### config.mk
export PLATFORM = sky130hd
export DESIGN_NAME = apb_master_arbiter
export DESIGN_NICKNAME = d
export VERILOG_FILES = /design/src/rtl/apb_master_arbiter_pkg.sv /design/src/rtl/apb_rr_arb.sv /design/src/rtl/apb_master_arbiter.sv
export SDC_FILE = /design/constraint.sdc
export NUM_CORES = 1
export LEC_CHECK = 0
export ABC_AREA = 1
export BUFFER_PORTS_ARGS = -buffer_cell sky130_fd_sc_hd__clkbuf_2
export CORE_MARGIN = 2
export CORE_UTILIZATION = 45
export DETAILED_ROUTE_END_ITERATION = 7
export GPL_TIMING_DRIVEN = 0
export PLACE_DENSITY = 0.91
export SKIP_LAST_GASP = 1
export SYNTH_ARGS = -nofsm -noshare
export SYNTH_HDL_FRONTEND = slang
export SYNTH_SLANG_ARGS = --single-unit
### constraint.sdc
create_clock -name HCLK -period 2.9 [get_ports HCLK]
set_input_delay 0.145 -clock HCLK [delete_from_list [all_inputs] [get_ports HCLK]]
set_output_delay 0.145 -clock HCLK [all_outputs]
set_load 0.05 [all_outputs]
### src/rtl/apb_master_arbiter_pkg.sv
// Shared types and constants for the two-requester APB master arbiter.
package apb_master_arbiter_pkg;

    // Number of requesters sharing the single APB master port.
    localparam int NB_REQ = 2;

    // Transfer phases of the APB master; one transfer in flight at a time.
    typedef enum logic [1:0] {
        IDLE   = 2'd0,
        SETUP  = 2'd1,
        ACCESS = 2'd2
    } apb_state_e;

    // Width of the wait-state counter: enough to hold timeoutCycles, never below one bit.
    function automatic int waitCntWidth(input int timeoutCycles);
        int w;
        w = $clog2(timeoutCycles + 1);
        return (w < 1) ? 1 : w;
    endfunction

endpackage

### src/rtl/apb_rr_arb.sv
// Two-way round-robin decision: a lone requester always wins, and on a tie
// the requester that was not served last gets the grant.
module apb_rr_arb
    import apb_master_arbiter_pkg::*;
(
    input  logic [NB_REQ-1:0] req_i,
    input  logic              lastOwner_i,
    output logic [NB_REQ-1:0] gnt_o
);

    // Pick the one-hot winner from the current requests and the last owner.
    always_comb begin
        gnt_o = '0;
        case (req_i)
            2'b01:   gnt_o = 2'b01;
            2'b10:   gnt_o = 2'b10;
            2'b11:   gnt_o = lastOwner_i ? 2'b01 : 2'b10;
            default: gnt_o = '0;
        endcase
    end

endmodule

### src/rtl/apb_master_arbiter.sv
// Two requesters share one APB master port. A request is granted in IDLE,
// driven through SETUP and ACCESS, and its completion (data plus error) is
// returned to the owner as a one-cycle rvalid pulse. A wait-state counter
// aborts transfers whose slave never raises pready.
module apb_master_arbiter
    import apb_master_arbiter_pkg::*;
#(
    parameter int APB_ADDR_WIDTH = 32,
    parameter int APB_DATA_WIDTH = 32,
    parameter int TIMEOUT_CYCLES = 255
) (
    input  logic                                    HCLK,
    input  logic                                    HRESETn,
    input  logic [NB_REQ-1:0]                       req_i,
    input  logic [NB_REQ-1:0][APB_ADDR_WIDTH-1:0]   addr_i,
    input  logic [NB_REQ-1:0]                       we_i,
    input  logic [NB_REQ-1:0][APB_DATA_WIDTH-1:0]   wdata_i,
    output logic [NB_REQ-1:0]                       gnt_o,
    output logic [NB_REQ-1:0]                       rvalid_o,
    output logic [APB_DATA_WIDTH-1:0]               rdata_o,
    output logic                                    err_o,
    output logic [APB_ADDR_WIDTH-1:0]               paddr,
    output logic [APB_DATA_WIDTH-1:0]               pwdata,
    output logic                                    pwrite,
    output logic                                    psel,
    output logic                                    penable,
    input  logic [APB_DATA_WIDTH-1:0]               prdata,
    input  logic                                    pready,
    input  logic                                    pslverr
);

    localparam int WAIT_W = waitCntWidth(TIMEOUT_CYCLES);
    // Counter value seen in the last ACCESS cycle allowed before the abort.
    localparam logic [WAIT_W-1:0] WAIT_LAST =
        (TIMEOUT_CYCLES > 0) ? WAIT_W'(TIMEOUT_CYCLES - 1) : '0;
    localparam logic [WAIT_W-1:0] WAIT_MAX = '1;

    apb_state_e                 state_q;
    logic [WAIT_W-1:0]          waitCnt_q;
    logic [WAIT_W-1:0]          waitCnt_d;
    logic                       lastOwner_q;
    logic [NB_REQ-1:0]          owner_q;
    logic [NB_REQ-1:0]          rvalid_q;
    logic [APB_ADDR_WIDTH-1:0]  paddr_q;
    logic [APB_DATA_WIDTH-1:0]  pwdata_q;
    logic                       pwrite_q;
    logic                       psel_q;
    logic                       penable_q;
    logic [APB_DATA_WIDTH-1:0]  rdata_q;
    logic                       err_q;

    logic [NB_REQ-1:0]          arbGnt;
    logic [NB_REQ-1:0]          gnt;
    logic                       winIdx;
    logic                       timeoutHit;

    apb_rr_arb uRrArb (
        .req_i       (req_i),
        .lastOwner_i (lastOwner_q),
        .gnt_o       (arbGnt)
    );

    // Grants are only offered while idle and never while reset is held.
    always_comb begin
        gnt = '0;
        if (HRESETn && (state_q == IDLE)) begin
            gnt = arbGnt;
        end
    end

    assign winIdx = gnt[1];

    // Wait counter: cleared on the way into ACCESS, counts stalled ACCESS cycles, saturates.
    always_comb begin
        waitCnt_d = waitCnt_q;
        if (state_q == SETUP) begin
            waitCnt_d = '0;
        end else if ((state_q == ACCESS) && !pready && (waitCnt_q != WAIT_MAX)) begin
            waitCnt_d = waitCnt_q + 1'b1;
        end
    end

    // Abort when this stalled ACCESS cycle is the one that brings the counter to the limit.
    always_comb begin
        timeoutHit = 1'b0;
        if ((TIMEOUT_CYCLES != 0) && (state_q == ACCESS) && !pready && (waitCnt_q == WAIT_LAST)) begin
            timeoutHit = 1'b1;
        end
    end

    // Transfer FSM with all APB and completion outputs registered.
    always_ff @(posedge HCLK) begin
        if (!HRESETn) begin
            state_q     <= IDLE;
            waitCnt_q   <= '0;
            lastOwner_q <= 1'b1;
            owner_q     <= '0;
            rvalid_q    <= '0;
            paddr_q     <= '0;
            pwdata_q    <= '0;
            pwrite_q    <= 1'b0;
            psel_q      <= 1'b0;
            penable_q   <= 1'b0;
            rdata_q     <= '0;
            err_q       <= 1'b0;
        end else begin
            rvalid_q  <= '0;
            waitCnt_q <= waitCnt_d;
            case (state_q)
                IDLE: begin
                    if (|gnt) begin
                        paddr_q     <= addr_i[winIdx];
                        pwdata_q    <= wdata_i[winIdx];
                        pwrite_q    <= we_i[winIdx];
                        owner_q     <= gnt;
                        lastOwner_q <= winIdx;
                        psel_q      <= 1'b1;
                        penable_q   <= 1'b0;
                        state_q     <= SETUP;
                    end
                end
                SETUP: begin
                    penable_q <= 1'b1;
                    state_q   <= ACCESS;
                end
                ACCESS: begin
                    if (pready) begin
                        rdata_q   <= prdata;
                        err_q     <= pslverr;
                        rvalid_q  <= owner_q;
                        psel_q    <= 1'b0;
                        penable_q <= 1'b0;
                        state_q   <= IDLE;
                    end else if (timeoutHit) begin
                        rdata_q   <= '0;
                        err_q     <= 1'b1;
                        rvalid_q  <= owner_q;
                        psel_q    <= 1'b0;
                        penable_q <= 1'b0;
                        state_q   <= IDLE;
                    end
                end
                default: begin
                    psel_q    <= 1'b0;
                    penable_q <= 1'b0;
                    state_q   <= IDLE;
                end
            endcase
        end
    end

    assign gnt_o    = gnt;
    assign rvalid_o = rvalid_q;
    assign rdata_o  = rdata_q;
    assign err_o    = err_q;
    assign paddr    = paddr_q;
    assign pwdata   = pwdata_q;
    assign pwrite   = pwrite_q;
    assign psel     = psel_q;
    assign penable  = penable_q;

endmodule

==> qor.json, run 1 <==
{
  "global_route.usage.total": {"value": 0.382},
  "antenna_violations_before_repair": {"value": 0},
  "path_max_fanout": {"value": 10},
  "floorplan.rows": {"value": 38},
  "mappedNetlistNets": {"value": 924},
  "yosysUniqueCellTypes": {"value": 23},
  "htree_levels": {"value": 4},
  "max_freq": {"value": 394, "unit": "MHz"},
  "synth.yosys.warnings": {"value": 0},
  "maximum_capacitance_violations": {"value": 0},
  "die_height": {"value": 109, "unit": "um"},
  "numCtsBuffers": {"value": 17},
  "grt_busiest_layer": {"value": "met2"},
  "start_kind": {"value": "register"},
  "timing.reg2reg.setup_slack": {"value": 0.36, "unit": "ns"},
  "timing.rr.start": {"value": "state_q[1]"},
  "first_pass_iteration_count_of_the_detailed_router": {"value": 6},
  "global_placer_s_final_weighted_congestion": {"value": 0.855},
  "timing.setup.tns": {"value": 0, "unit": "ns"},
  "criticalPathCategory": {"value": "reg2reg"},
  "slew_headroom": {"value": 0.417},
  "io_buffer_count": {"value": 270},
  "grt_pass1_wl": {"value": 35.1, "unit": "mm"},
  "yosysSeqAreaShare": {"value": 0.458},
  "synth-edff-count": {"value": 0},
  "crit_path_cell_trace": {"value": "nor2_2, nand2_1, nor2_4, inv_2, clkbuf_1, nand2_1, nand2_1, dlygate4sd3_1, nand2_1, a21oi_1"},
  "yosys_most_used_dff": {"value": "sky130_fd_sc_hd__dfxtp_1"},
  "vias_per_cell": {"value": 5.34},
  "postSynthAreaPerCell": {"value": 6.61, "unit": "um^2"},
  "detailroute.via_count": {"value": 7251},
  "globalRouteMet1Util": {"value": 0.385},
  "biggest_cell_delay_along_the_critical_path": {"value": 0.67, "unit": "ns"},
  "postRouteAntennaNets": {"value": 0},
  "slew_at_the_pin_closest_to_its_max_slew_limit": {"value": 0.874, "unit": "ns"},
  "drive_gt1_frac": {"value": 0.270},
  "detail_route.drc_violations": {"value": 0},
  "gr-total-overflow": {"value": 0},
  "setup_violations": {"value": 0},
  "first_global_vias": {"value": 7576},
  "whs_endpoint": {"value": "paddr[30]"},
  "synth-async-reset-ratio": {"value": 0},
  "ratio_of_total_power_to_cell_area": {"value": 573, "unit": "mW/mm^2"},
  "r2r_cells": {"value": 10},
  "seq_area": {"value": 0.00228, "unit": "mm^2"},
  "routed_wl": {"value": 23.0, "unit": "mm"},
  "postSynthRegisterBits": {"value": 114},
  "cp_top_family": {"value": "buffers and inverters"},
  "crit_buf_inv": {"value": 3},
  "hp-start": {"value": "addr_i[62]"},
  "antenna_cells_inserted": {"value": 0},
  "clk_latency": {"value": 0.51, "unit": "ns"},
  "design.core.area": {"value": 0.0108, "unit": "mm^2"},
  "cts.repair_timing.setup_buffer_count": {"value": 0},
  "design.portCount": {"value": 272},
  "leakagePower": {"value": 4.27, "unit": "nW"},
  "rsz0062_at_grt": {"value": "no"},
  "cts_root_buf": {"value": "sky130_fd_sc_hd__clkbuf_8"},
  "layout.nets": {"value": 1374},
  "finalMaxSlewViolations": {"value": 0},
  "starting_density": {"value": 0.460},
  "final_core_utilization": {"value": 0.806},
  "critical_path_arrival": {"value": 2.97, "unit": "ns"},
  "half_perimeter_wire_length_after_detailed_placement": {"value": 12.0, "unit": "mm"},
  "global_route.usage.met2": {"value": 0.673},
  "status": {"value": "complete, no violations"},
  "worst_clock_skew": {"value": 0.0127, "unit": "ns"},
  "cts-root-to-sink-buffers": {"value": 2},
  "min_path_type": {"value": "in2reg"},
  "critical_path_required": {"value": 3.33, "unit": "ns"},
  "worst_setup_end_kind": {"value": "register"},
  "final_cell_mix": {"value": "sky130_fd_sc_hd__nand2_1, sky130_fd_sc_hd__clkbuf_2, sky130_fd_sc_hd__dlygate4sd3_1, sky130_fd_sc_hd__dfxtp_1, sky130_fd_sc_hd__a21oi_1"},
  "max-vdd-ir-drop": {"value": 0.432, "unit": "mV"},
  "final_common_cell": {"value": "sky130_fd_sc_hd__nand2_1"},
  "crit_slowest_cell": {"value": "sky130_fd_sc_hd__clkbuf_1"},
  "timing.rr.end": {"value": "pwdata[4]"},
  "fillerInstances": {"value": 645},
  "min_path_cells": {"value": 5},
  "synthCells": {"value": 754},
  "cts-resized-gates": {"value": 0},
  "cts_sinks": {"value": 114},
  "die_width": {"value": 109, "unit": "um"},
  "postCtsHoldBufs": {"value": 161},
  "detail_route.iter0.violations": {"value": 618},
  "drt-wirelength-per-cell": {"value": 16.9, "unit": "um"},
  "grt_use_met3": {"value": 0.100},
  "netlist_area": {"value": 0.00498, "unit": "mm^2"},
  "floorplan_die_area": {"value": 0.0119, "unit": "mm^2"},
  "cts_tree": {"value": "yes"},
  "multiInputGateArea": {"value": 0.00237, "unit": "mm^2"},
  "clock_slew_seen_by_the_registers_of_the_worst_setup_and_hold_paths": {"value": 0.06, "unit": "ns"},
  "critical-path-top-cell-by-count": {"value": "sky130_fd_sc_hd__nand2_1"},
  "grt_start_max_net_pins": {"value": 17},
  "area.growth.synth_to_final": {"value": 75.3, "unit": "%"},
  "post_route_hold_slack": {"value": 0.0182, "unit": "ns"},
  "timing.final.crit_share": {"value": 0.875},
  "layout_min_cycle_time": {"value": 2.54, "unit": "ns"},
  "final_hold_viol_count": {"value": 0}
}
==> synth_stat cells (6+ instances only) <==
| cell type | count | area [um^2] |
|---|---|---|
| sky130_fd_sc_hd__nand2_1 | 390 | 1460 |
| sky130_fd_sc_hd__dfxtp_1 | 114 | 2280 |
| sky130_fd_sc_hd__buf_4 | 9 | 67.6 |
| sky130_fd_sc_hd__buf_2 | 11 | 55.1 |
| sky130_fd_sc_hd__nor2_1 | 12 | 45.0 |
| sky130_fd_sc_hd__nand3_1 | 39 | 195 |
| sky130_fd_sc_hd__o21ai_0 | 6 | 30.0 |
| sky130_fd_sc_hd__inv_1 | 22 | 82.6 |
| sky130_fd_sc_hd__clkbuf_1 | 26 | 97.6 |
| sky130_fd_sc_hd__a21oi_1 | 106 | 531 |
==> power breakdown <==
group          leakage, nW  switching (mW)  total (mW)  internal [mW]
logic                 3.05           0.687        1.12          0.428
registers            0.928          0.0511        1.70           1.65
clock network        0.294           0.773        2.19           1.42
total                 4.27            1.51        5.01           3.50
==> registers in the layout, summed over array words and instances (netlist names) <==
register,cells
paddr,32
pwdata,32
rdata_o,32
waitCnt_q,8
owner_q,2
rvalid_o,2
state_q,2
err_o,1
lastOwner_q,1
psel,1
pwrite,1
==> cell type report <==
| class | instances | area share |
|---|---|---|
| buffer | 48 | 0.0269 |
| clock buffer | 19 | 0.0494 |
| clock inverter | 13 | 0.0210 |
| inverter | 25 | 0.0107 |
| multi-input combinational | 567 | 0.272 |
| sequential | 114 | 0.261 |
| tap | 140 | 0.0200 |
| timing repair buffer | 431 | 0.339 |
==> worst min-delay path, stage by stage <==
cell                       delay (ns)
sky130_fd_sc_hd__clkbuf_2        0.10
sky130_fd_sc_hd__nand2_1         0.06
sky130_fd_sc_hd__nand2_1         0.06
sky130_fd_sc_hd__nand2_1         0.06
sky130_fd_sc_hd__a21oi_1         0.05
==> worst max-delay path by stage <==
stage                    start          to  slack, ns  depth (start not counted)
floorplan           state_q[1]  owner_q[1]       0.51                          4
global placement    state_q[1]   pwdata[1]       1.13                          9
detailed placement  state_q[1]   pwdata[4]       1.04                          9
CTS                 state_q[1]   pwdata[4]       0.49                         10
global route        state_q[1]   pwdata[4]       0.26                         10
finish              state_q[1]   pwdata[4]       0.36                         10
==> kinds of logic (layout without fill, tap and decap cells) <==
kind of cell	after synthesis	in the layout	synth area share
buffers and inverters	73	536	0.0660
AND/OR/NAND/NOR	449	449	0.352
AO/OA/AOI/OAI	115	115	0.117
adder cells (fa/ha/maj)	2	2	0.00502
flip-flops	114	114	0.458
XOR/XNOR	1	1	0.00176
==> per-stage QoR <==
step	cells	power (mW)	area (um^2)	setup WS (ns)
floorplan	754	2.28	4980	0.509
global placement	1164	2.55	6510	1.13
detailed placement	1164	2.57	6510	1.04
CTS	1357	4.93	8740	0.492
global route	1357	5.17	8740	0.261
finish	1357	5.01	8740	0.363
==> layer usage <==
layer / vias up / routed length, um
met4: 0 / 1680
met5: - / 0
met1: 3257 / 8010
met3: 169 / 1970
li1: 3290 / -
met2: 535 / 11300
No activity file was read; power rests on OpenSTA's default activity.
==> run 2: changes to the inputs <==
--- a/config.mk
+++ b/config.mk
@@ -7,7 +7,6 @@
 export LEC_CHECK = 0
 export ABC_AREA = 1
 export BUFFER_PORTS_ARGS = -buffer_cell sky130_fd_sc_hd__clkbuf_2
-export CORE_MARGIN = 2
 export CORE_UTILIZATION = 45
 export DETAILED_ROUTE_END_ITERATION = 7
 export GPL_TIMING_DRIVEN = 0
==> run 2 against run 1 <==
Setup slack better by 0.061 ns. Final cell count up 0.15%. Highest routed layer unchanged. Fmax up 2.5%.
==> qor.json, run 2 (synthesis results as in run 1) <==
{
  "gr-total-overflow": {"value": 0, "change": "unchanged"},
  "final_common_cell": {"value": "sky130_fd_sc_hd__nand2_1"},
  "seq_area": {"value": 0.00228, "unit": "mm^2", "change": "unchanged"},
  "starting_density": {"value": 0.462, "change": "+0.00203"},
  "routed_wl": {"value": 23.2, "unit": "mm", "change": "+1.2%"},
  "die_width": {"value": 107, "unit": "um", "change": "-1.8%"},
  "area.growth.synth_to_final": {"value": 75.9, "unit": "%"},
  "setup_violations": {"value": 0, "change": "unchanged"},
  "detail_route.iter0.violations": {"value": 621, "change": "+0.49%"},
  "grt_start_max_net_pins": {"value": 17, "change": "unchanged"},
  "slew_at_the_pin_closest_to_its_max_slew_limit": {"value": 0.752, "unit": "ns", "change": "-0.122 ns"},
  "worst_setup_end_kind": {"value": "register"},
  "internal_power": {"value": 3.54, "unit": "mW", "change": "+1.1%"},
  "leakagePower": {"value": 4.28, "unit": "nW", "change": "+0.28%"},
  "final_cell_mix": {"value": "sky130_fd_sc_hd__nand2_1, sky130_fd_sc_hd__clkbuf_2, sky130_fd_sc_hd__dlygate4sd3_1, sky130_fd_sc_hd__dfxtp_1, sky130_fd_sc_hd__a21oi_1"},
  "design.core.area": {"value": 0.0108, "unit": "mm^2", "change": "-0.44%"},
  "netSwitchingPower": {"value": 1.54, "unit": "mW", "change": "+1.8%"},
  "design_area": {"value": 0.00877, "unit": "mm^2", "change": "+0.32%"},
  "power.share.switching": {"value": 0.303, "change": "+0.00132"},
  "grt_pass1_wl": {"value": 35.5, "unit": "mm", "change": "+1.1%"},
  "antenna_violations_before_repair": {"value": 2, "change": "+2"},
  "maximum_capacitance_violations": {"value": 0, "change": "unchanged"},
  "global_placer_s_final_weighted_congestion": {"value": 0.868, "change": "+1.6%"},
  "cts_sinks": {"value": 114, "change": "unchanged"},
  "status": {"value": "complete, no violations"},
  "floorplan.rows": {"value": 38, "change": "unchanged"},
  "drive_gt1_frac": {"value": 0.270, "change": "+0.000822"},
  "critical_path_required": {"value": 3.33, "unit": "ns", "change": "about the same"},
  "post-place-ws": {"value": 1.09, "unit": "ns", "change": "+0.0509 ns"},
  "clk_latency": {"value": 0.51, "unit": "ns", "change": "about the same"},
  "fillerInstances": {"value": 583, "change": "-9.6%"},
  "half_perimeter_wire_length_after_detailed_placement": {"value": 11.7, "unit": "mm", "change": "-2.9%"},
  "design.portCount": {"value": 272, "change": "unchanged"},
  "max-vdd-ir-drop": {"value": 0.469, "unit": "mV", "change": "+8.6%"},
  "clkPwrFrac": {"value": 0.443, "change": "+0.005"},
  "first_global_vias": {"value": 7585, "change": "+0.12%"},
  "finalMaxSlewViolations": {"value": 0, "change": "unchanged"},
  "multiInputGateArea": {"value": 0.00237, "unit": "mm^2", "change": "unchanged"},
  "max_freq": {"value": 404, "unit": "MHz", "change": "+2.5%"},
  "floorplan_die_area": {"value": 0.0115, "unit": "mm^2", "change": "-3.6%"},
  "cts.repair_timing.setup_buffer_count": {"value": 0, "change": "unchanged"},
  "cts-root-to-sink-buffers": {"value": 2, "change": "unchanged"},
  "timing.setup.tns": {"value": 0, "unit": "ns", "change": "unchanged"},
  "layout_min_cycle_time": {"value": 2.48, "unit": "ns", "change": "-0.0610 ns"},
  "combPwrFrac": {"value": 0.221, "change": "-0.002"},
  "start_kind": {"value": "register"},
  "die_height": {"value": 107, "unit": "um", "change": "-1.8%"},
  "postRouteAntennaNets": {"value": 0, "change": "unchanged"},
  "path_max_fanout": {"value": 10, "change": "unchanged"},
  "cts_root_buf": {"value": "sky130_fd_sc_hd__clkbuf_8"},
  "critical_path_arrival": {"value": 2.90, "unit": "ns", "change": "-0.07 ns"},
  "detailroute.via_count": {"value": 7412, "change": "+2.2%"},
  "first_pass_iteration_count_of_the_detailed_router": {"value": 6, "change": "unchanged"},
  "postLayoutSetupSlackWorst": {"value": 0.424, "unit": "ns", "change": "+0.0610 ns"},
  "clock_slew_seen_by_the_registers_of_the_worst_setup_and_hold_paths": {"value": 0.06, "unit": "ns", "change": "about the same"},
  "placedInstanceArea": {"value": 0.00651, "unit": "mm^2", "change": "unchanged"},
  "ratio_of_total_power_to_cell_area": {"value": 579, "unit": "mW/mm^2", "change": "+0.99%"},
  "timing.final.crit_share": {"value": 0.854, "change": "-0.0210"},
  "detail_route.drc_violations": {"value": 0, "change": "unchanged"},
  "cts_tree": {"value": "yes"},
  "criticalPathCategory": {"value": "reg2reg"},
  "io_buffer_count": {"value": 270, "change": "unchanged"},
  "drt-wirelength-per-cell": {"value": 17.1, "unit": "um", "change": "+1.0%"},
  "htree_levels": {"value": 4, "change": "unchanged"},
  "numCtsBuffers": {"value": 17, "change": "unchanged"},
  "vias_per_cell": {"value": 5.45, "change": "+2.1%"},
  "slew_headroom": {"value": 0.498, "change": "+0.0812"},
  "cts-resized-gates": {"value": 0, "change": "unchanged"},
  "layout.nets": {"value": 1374, "change": "unchanged"},
  "rsz0062_at_grt": {"value": "no"},
  "worst_clock_skew": {"value": 0.0153, "unit": "ns", "change": "+0.00258 ns"},
  "global_route.usage.total": {"value": 0.400, "change": "+0.0179"},
  "reg_power_frac": {"value": 0.335, "change": "-0.005"},
  "final_hold_viol_count": {"value": 0, "change": "unchanged"},
  "min_path_type": {"value": "in2reg"}
}
-- run 2: final timing paths --
| check | depth (start not counted) | slack (ns) | start | to |
|---|---|---|---|---|
| worst max-delay path | 10 | 0.42 | state_q[1] | pwdata[6] |
| worst min-delay path | 3 | 0.03 | req_i[1] | owner_q[1] |
| worst max register to register | 10 | 0.42 | state_q[1] | pwdata[6] |
| worst min register to register | 2 | 0.44 | owner_q[0] | rvalid_o[0] |
-- run 2: routing by layer --
layer | wire length (um) | up-vias | GRT usage
li1 | - | 3288 | -
met3 | 2190 | 212 | 0.110
met1 | 7830 | 3322 | 0.398
met5 | 0 | - | 0
met4 | 2040 | 0 | 0.346
met2 | 11200 | 590 | 0.688
-- run 2: through the flow --
| step | hold WS [ns] | std cells | utilization | total power, mW |
|---|---|---|---|---|
| finish | 0.0349 | 1359 | 0.812 | 5.07 |
| global route | 0.0290 | 1359 | 0.812 | 5.21 |
| CTS | 0.000120 | 1357 | 0.812 | 4.98 |
| detailed placement | 0.387 | 1164 | 0.603 | 2.56 |
| global placement | 0.382 | 1164 | 0.603 | 2.55 |
| floorplan | 0.292 | 754 | - | 2.28 |
-- run 2: area by class of cell --
class / instances / area share
buffer: 48 / 0.0268
multi-input combinational: 567 / 0.271
antenna: 2 / 0.000571
clock buffer: 19 / 0.0504
inverter: 25 / 0.0107
timing repair buffer: 431 / 0.338
tap: 140 / 0.0200
sequential: 114 / 0.260
clock inverter: 13 / 0.0224
-- run 2: power by group through the flow --
| stage | registers, mW | logic [mW] | clock network [mW] |
|---|---|---|---|
| after global placement | 1.72 | 0.828 | 0 |
| after floorplan | 1.99 | 0.293 | 0 |
| after global routing | 1.71 | 1.18 | 2.32 |
| final | 1.70 | 1.12 | 2.25 |
| after CTS | 1.69 | 1.05 | 2.24 |
| after detailed placement | 1.73 | 0.837 | 0 |
-- run 2: critical path, cell delays in order, from the launching register on --
cell                            delay, ns
sky130_fd_sc_hd__dfxtp_1             0.42
sky130_fd_sc_hd__nor2_2              0.09
sky130_fd_sc_hd__nand2_1             0.13
sky130_fd_sc_hd__nor2_4              0.06
sky130_fd_sc_hd__inv_2               0.11
sky130_fd_sc_hd__clkbuf_1            0.59
sky130_fd_sc_hd__nand2_1             0.14
sky130_fd_sc_hd__nand2_1             0.12
sky130_fd_sc_hd__dlygate4sd3_1       0.57
sky130_fd_sc_hd__nand2_1             0.06
sky130_fd_sc_hd__a21oi_1             0.11
-- run 2: timing repair --
action	in CTS	in global routing
setup endpoints to repair	0	0
endpoints found under the hold margin	102	0
hold buffers	161	0
